==> src/rtl/omok_btn_pkg.sv <==
// Shared constants and types for the OMOK push-button front end.
// The BTN_AUTOREPEAT_EN macro adds per-channel auto-repeat timers.
package omok_btn_pkg;

   localparam int NUM_BTN   = 6;
   localparam int BTN_LEFT  = 0;
   localparam int BTN_RIGHT = 1;
   localparam int BTN_UP    = 2;
   localparam int BTN_DOWN  = 3;
   localparam int BTN_PUT   = 4;
   localparam int BTN_UNDO  = 5;

   typedef logic [2:0] action_code_t;

   typedef enum logic [1:0] {
      S_LO = 2'd0,
      W_HI = 2'd1,
      S_HI = 2'd2,
      W_LO = 2'd3
   } db_state_t;

endpackage

==> src/rtl/btn_debounce_ch.sv <==
// One button channel: two-flop synchroniser, debounce FSM and counter.
// With BTN_AUTOREPEAT_EN defined, a repeat timer re-pulses press while held.
module btn_debounce_ch
   import omok_btn_pkg::*;
#(
   parameter int DB_CYCLES     = 330000,
   parameter int CNT_W         = 19
`ifdef BTN_AUTOREPEAT_EN
   ,
   parameter int REPEAT_DELAY  = 16500000,
   parameter int REPEAT_PERIOD = 5000000,
   parameter bit REP_EN        = 1'b0
`endif
) (
   input  logic clk,
   input  logic rst,
   input  logic btn_raw,
   output logic level,
   output logic press,
   output logic rel
);

   logic [1:0]       sync;
   logic             s;
   db_state_t        state, state_nx;
   logic [CNT_W-1:0] cnt, cnt_nx;
   logic             level_nx, press_nx, rel_nx;
   logic             rpt_fire;

   assign s = sync[1];

   always_ff @(posedge clk or posedge rst) begin
      if (rst) sync <= '0;
      else     sync <= {sync[0], btn_raw};
   end

`ifdef BTN_AUTOREPEAT_EN
   localparam int RPT_W = $clog2((REPEAT_DELAY > REPEAT_PERIOD) ? REPEAT_DELAY : REPEAT_PERIOD) + 1;
   logic [RPT_W-1:0] rpt;

   // Timer sits preloaded outside a steady hold, so leaving S_HI cancels it.
   assign rpt_fire = REP_EN && (state == S_HI) && s && (rpt == '0);

   always_ff @(posedge clk or posedge rst) begin
      if (rst)                       rpt <= '0;
      else if (state != S_HI || !s)  rpt <= RPT_W'(REPEAT_DELAY - 1);
      else if (rpt == '0)            rpt <= RPT_W'(REPEAT_PERIOD - 1);
      else                           rpt <= rpt - 1'b1;
   end
`else
   assign rpt_fire = 1'b0;
`endif

   always_comb begin
      state_nx = state;
      cnt_nx   = cnt;
      level_nx = level;
      press_nx = rpt_fire;
      rel_nx   = 1'b0;
      unique case (state)
         S_LO: if (s) begin
            state_nx = W_HI;
            cnt_nx   = CNT_W'(1);
         end
         W_HI: if (!s) begin
            state_nx = S_LO;
            cnt_nx   = '0;
         end else if (cnt == CNT_W'(DB_CYCLES - 1)) begin
            state_nx = S_HI;
            cnt_nx   = '0;
            level_nx = 1'b1;
            press_nx = 1'b1;
         end else begin
            cnt_nx   = cnt + 1'b1;
         end
         S_HI: if (!s) begin
            state_nx = W_LO;
            cnt_nx   = CNT_W'(1);
         end
         W_LO: if (s) begin
            state_nx = S_HI;
            cnt_nx   = '0;
         end else if (cnt == CNT_W'(DB_CYCLES - 1)) begin
            state_nx = S_LO;
            cnt_nx   = '0;
            level_nx = 1'b0;
            rel_nx   = 1'b1;
         end else begin
            cnt_nx   = cnt + 1'b1;
         end
         default: begin
            state_nx = S_LO;
            cnt_nx   = '0;
         end
      endcase
   end

   always_ff @(posedge clk or posedge rst) begin
      if (rst) begin
         state <= S_LO;
         cnt   <= '0;
         level <= 1'b0;
         press <= 1'b0;
         rel   <= 1'b0;
      end else begin
         state <= state_nx;
         cnt   <= cnt_nx;
         level <= level_nx;
         press <= press_nx;
         rel   <= rel_nx;
      end
   end

endmodule

==> src/rtl/omok_button_conditioner.sv <==
// Debounced button front end with a prioritised valid/ready action stream.
// BTN_AUTOREPEAT_EN enables auto-repeat on the REPEAT_MASK channels.
module omok_button_conditioner
   import omok_btn_pkg::*;
#(
   parameter int                 NUM_BTN       = omok_btn_pkg::NUM_BTN,
   parameter int                 DB_CYCLES     = 330000,
   parameter int                 CNT_W         = 19,
   parameter int                 REPEAT_DELAY  = 16500000,
   parameter int                 REPEAT_PERIOD = 5000000,
   parameter logic [NUM_BTN-1:0] REPEAT_MASK   = NUM_BTN'(6'b001111)
) (
   input  logic               clk,
   input  logic               rst,
   input  logic [NUM_BTN-1:0] btn_raw,
   output logic [NUM_BTN-1:0] btn_level,
   output logic [NUM_BTN-1:0] btn_press,
   output logic [NUM_BTN-1:0] btn_release,
   output logic               action_valid,
   output action_code_t       action_code,
   input  logic               action_ready,
   output logic               overflow
);

   for (genvar i = 0; i < NUM_BTN; i++) begin : g_ch
      btn_debounce_ch #(
         .DB_CYCLES     (DB_CYCLES),
         .CNT_W         (CNT_W)
`ifdef BTN_AUTOREPEAT_EN
         ,
         .REPEAT_DELAY  (REPEAT_DELAY),
         .REPEAT_PERIOD (REPEAT_PERIOD),
         .REP_EN        (REPEAT_MASK[i])
`endif
      ) u_ch (
         .clk     (clk),
         .rst     (rst),
         .btn_raw (btn_raw[i]),
         .level   (btn_level[i]),
         .press   (btn_press[i]),
         .rel     (btn_release[i])
      );
   end

   logic [NUM_BTN-1:0] pending, pending_nx;
   logic [NUM_BTN-1:0] cand, pick, clr, hold, drop;
   action_code_t       pick_code;
   logic               load;

   // A press arriving this cycle is a load candidate too, so an idle queue
   // presents it on the very next cycle.
   always_comb begin
      cand      = pending | btn_press;
      pick      = '0;
      pick_code = '0;
      for (int i = NUM_BTN - 1; i >= 0; i--) begin
         if (cand[i]) begin
            pick      = '0;
            pick[i]   = 1'b1;
            pick_code = action_code_t'(i);
         end
      end
      load = !action_valid && (cand != '0);
      clr  = load ? pick : '0;
      for (int i = 0; i < NUM_BTN; i++)
         hold[i] = action_valid && !action_ready && (action_code == action_code_t'(i));
      // A bit being loaded out this cycle frees its slot, so a press landing
      // on it re-sets pending instead of overflowing.
      drop       = btn_press & ((pending & ~clr) | hold);
      pending_nx = (pending & ~clr) | (btn_press & ~drop & (pending | ~clr));
   end

   always_ff @(posedge clk or posedge rst) begin
      if (rst) begin
         pending      <= '0;
         action_valid <= 1'b0;
         action_code  <= '0;
         overflow     <= 1'b0;
      end else begin
         pending  <= pending_nx;
         overflow <= overflow | (|drop);
         if (action_valid && action_ready) begin
            action_valid <= 1'b0;
         end else if (load) begin
            action_valid <= 1'b1;
            action_code  <= pick_code;
         end
      end
   end

endmodule

==> config.mk <==
export PLATFORM = sky130hd
export DESIGN_NAME = omok_button_conditioner
export DESIGN_NICKNAME = d
export VERILOG_FILES = /design/src/rtl/omok_btn_pkg.sv /design/src/rtl/btn_debounce_ch.sv /design/src/rtl/omok_button_conditioner.sv
export SDC_FILE = /design/constraint.sdc
export NUM_CORES = 1
export LEC_CHECK = 0
export CAP_MARGIN = 5
export CORE_ASPECT_RATIO = 1.2
export CORE_MARGIN = 10
export CORE_UTILIZATION = 66
export CTS_CLUSTER_SIZE = 25
export DETAILED_ROUTE_END_ITERATION = 12
export HOLD_SLACK_MARGIN = 0.08
export PLACE_DENSITY = 0.85
export SETUP_SLACK_MARGIN = 0.4
export SYNTH_ARGS = -nofsm -noshare
export SYNTH_HDL_FRONTEND = slang
export SYNTH_SLANG_ARGS = --single-unit
==> constraint.sdc <==
create_clock -name clk -period 16 [get_ports clk]
set_clock_uncertainty 0.1 [all_clocks]
set_input_delay 3.2 -clock clk [delete_from_list [all_inputs] [get_ports clk]]
set_output_delay 3.2 -clock clk [all_outputs]
set_load 0.05 [all_outputs]
==> results by group <==
Clocking
  • TritonCTS Buffers: 17
  • Cts-stage hold buffer count: 0
  • CTS tree: done
  • Root Driver: clkbuf_16
  • Post-cts resize count: 0
  • Clk_lat worst skew: 0.43 ns
  • Clk pin slew, worst setup/hold paths: 0.06 ns
  • Clock buffer depth: 2
  • Setup Buffers After CTS: 0
  • H-tree levels: 4
  • Sink Count: 167

STA
  • Slew @ Worst Pin: 1.04 ns
  • Worst Hold Margin: 0.252 ns
  • Unrepaired setup endpoints after global routing: false
  • Final setup TNS: 0 ns
  • Setup Viol. Count Final: 0
  • Hold Vio Cnt, Final: 0
  • Rel. slew slack: 30.4%
  • Max Transition Viols Final: 0
  • Period utilization: 32.8%
  • F_max: 190 MHz
  • Final min period: 5.25 ns

Cells and area
  • Layout Utilization: 73.2%
  • Antenna fix cells: 0
  • Final #Nets: 953
  • Syn-to-layout area delta: 9.36%
  • Layout cells sized above 1: 6.62%

Synthesis
  • Syn_nets: 951
  • Predominant post-synthesis flop cell: dfrtp_1
  • Unique cell type count in the Yosys netlist: 76
  • Sequential area share after synthesis: 47.6%
  • Flops & latches, synth: 167
  • Cell count after synthesis: 936
  • Top cell type's share of synthesized area: 47.6%
  • Dominant cell type by area after synthesis: dfrtp_1
  • Ys async rst share: 100%
  • EDFF count, synth: 0
  • Synth top area cells: dfrtp_1 (48%), nand3_1 (4.7%), nand2_1 (3.5%), a21oi_1 (3.4%), a31oi_1 (3.3%)
  • Cell area after synthesis: 8780 um2
  • Synth warnings: 0
  • Syn Area/Cell: 9.38 um2

Pwr
  • Sw Ratio: 26.0%
  • Sequential power share: 48.7%
  • Pwr per Cell Area: 100 nW/um2
  • Int Power: 713 uW
  • Comb pwr share: 9.7%
  • P_leak: 0.00404 uW
  • Tot Pwr: 963 uW
  • Switch Pwr: 250 uW
  • Peak VDD IR: 0.0672 mV
  • Clock share of power: 41.7%

Detailed routing
  • M1 WL: 8.29 mm
  • Metal2 WL: 9.20 mm
  • Initial DRC count: 760
  • Residual DRC count: 0
  • Top sig layer: met4
  • Vias/cell: 6.54
  • Vias post-DR: 7,319
  • Routed len/inst: 16.8 um
  • Met3 wire length: 999 um
  • Post-detailed-route count of antenna-violating nets: 0
  • DR pass1 iterations: 6
  • Final wirelength: 18.8 mm

Setup path
  • Critical Path RT: 12.70 ns
  • Startpoint Class: register
  • Cell Chain, Critical Path: clkdlybuf4s50_1
  • Family with the most delay on the worst path: buffers and inverters
  • Bufs and invs on worst path: 1
  • Crit path arrival time: 1.95 ns
  • Critical path's largest stage delay: 0.94 ns
  • WS Path Type: reg2out
  • Slowest CP cell: clkdlybuf4s50_1
  • CP endpoint kind: output port
  • Worst Path Max Fanout: 13

Floorplanning
  • Rows: 46
  • I/O pins: 32
  • Full die area: 18,300 um2
  • Die X: 125 um
  • CORE AREA: 13,100 um2
  • Starting Density: 66.9%
  • Die H: 146 um

Global routing
  • Initial antenna violation count: 0
  • Pin count of the biggest net entering global routing: 107
  • First-pass GRT wire length: 32.2 mm
  • Vias in the first global route: 6,822
  • Gr usage total: 20.4%
  • GRT Residual Overflow: 0

Status
  • Outcome: completed

Placed design
  • HPWL after DPL: 12.3 mm
  • GPL Wtd Cong: 0.890
  • IO Port Bufs: 31

Min path
  • Hold crit path type: reg2reg

Job
  • Max-Cap Viols: 0
[power groups by stage]
stage / Clock, uW / Sequential [uW] / Combinational (uW)
3_5_place_dp: 0 / 475 / 92.6
2_1_floorplan: 0 / 473 / 68.2
5_1_grt: 424 / 473 / 104
3_3_place_gp: 0 / 474 / 89.9
6_report: 401 / 469 / 93.0
4_1_cts: 406 / 468 / 93.4
[cells in the mapped netlist, types with 4 or more instances]
library cell	instances
nor4b_1	7
buf_6	4
nand3b_1	4
a41oi_1	10
nor4_1	14
mux2i_1	12
buf_2	11
nand2_1	81
and2_1	13
a21oi_1	60
and4_1	10
inv_1	30
nor2_1	48
nand3_1	83
a22o_1	12
and4b_1	4
a31oi_1	47
nor3b_1	8
dfrtp_1	167
nand4_1	21
or2_2	6
o41ai_1	5
a21o_1	18
nand2b_1	18
clkbuf_1	17
or4_1	6
buf_4	18
and3_1	21
or3_1	14
nor3_1	20
o21ai_0	53
o21a_1	8
or3_2	5
xnor2_1	4
xor2_1	9
ha_1	6
o31ai_1	5
[placed cells by master (no fill, tap or decap), types with 4 or more instances in the layout]
master           count
ha_1                 6
a41oi_1             10
and3_1              21
o41ai_1              5
nand2_1             81
a22o_1              12
nor4b_1              7
clkdlybuf4s50_1     31
a21oi_1             60
xnor2_1              4
nand2b_1            18
a31oi_1             47
xor2_1               9
or4_1                6
and4_1              10
nand3_1             83
clkbuf_1             4
o21ai_0             53
clkbuf_16           17
nor4_1              14
or2_2                6
mux2i_1             12
nand4_1             21
nor3_1              20
and2_1              13
or3_2                5
clkinv_2             4
inv_1               29
o21a_1               8
a21o_1              18
and4b_1              4
o31ai_1              5
nor2_1              48
nand3b_1             4
nor3b_1              8
dfrtp_1            167
or3_1               14
[worst paths after layout]
check | end | start | cells past startpoint | slack [ns]
max | action_valid | action_valid$_DFFE_PP0P_ | 1 | 10.75
min | g_ch[0].u_ch.sync[1]$_DFF_PP0_ | g_ch[0].u_ch.sync[0]$_DFF_PP0_ | 0 | 0.25
max reg2reg | g_ch[3].u_ch.cnt[17]$_DFFE_PP0P_ | g_ch[3].u_ch.cnt[0]$_DFFE_PP0P_ | 6 | 13.26
min reg2reg | g_ch[0].u_ch.sync[1]$_DFF_PP0_ | g_ch[0].u_ch.sync[0]$_DFF_PP0_ | 0 | 0.25
max in group asynchronous | g_ch[4].u_ch.cnt[2]$_DFFE_PP0P_ | rst | 3 | 11.25
min in group asynchronous | g_ch[3].u_ch.rel$_DFF_PP0_ | rst | 2 | 3.24
[kinds of logic (layout without fill, tap and decap cells)]
family	count (synthesis)	in the layout	share of synthesized area, %
XOR/XNOR	13	13	1.30
buffers and inverters	81	96	4.74
multiplexers	15	15	1.75
adder cells (fa/ha/maj)	8	8	1.08
flip-flops	167	167	47.6
AO/OA/AOI/OAI	250	250	18.2
AND/OR/NAND/NOR	402	402	25.3
[sequential cells by signal, summed over array words and instances, names as in the netlist, named ones only]
signal,count
g_ch.u_ch.state,6
action_valid,1
g_ch.u_ch.press,6
pending,6
g_ch.u_ch.cnt,114
g_ch.u_ch.level,6
g_ch.u_ch.rel,6
overflow,1
g_ch.u_ch.sync,12
action_code,3
[routing by layer]
layer,track usage [%],vias to the layer above
met5,0,-
met4,7.50,0
met3,4.71,34
met2,33.0,217
met1,26.1,3569
li1,-,3499
[final cells by class]
cell class                 count  area (um2)
clock inverter                 8        96.3
timing repair buffer          34         333
clock buffer                  24         482
multi-input combinational    688        4190
inverter                      30         118
tap                          168         210
sequential                   167        4180
fill                         951        3520
[stage by stage]
step	instance area [um2]	setup slack (ns)	std cells
floorplan	8780	8.18	936
global placement	9030	10.67	1087
detailed placement	9030	10.67	1087
CTS	9600	10.75	1119
global route	9600	10.69	1119
finish	9600	10.75	1119
Power figures use the tool's default switching activity.
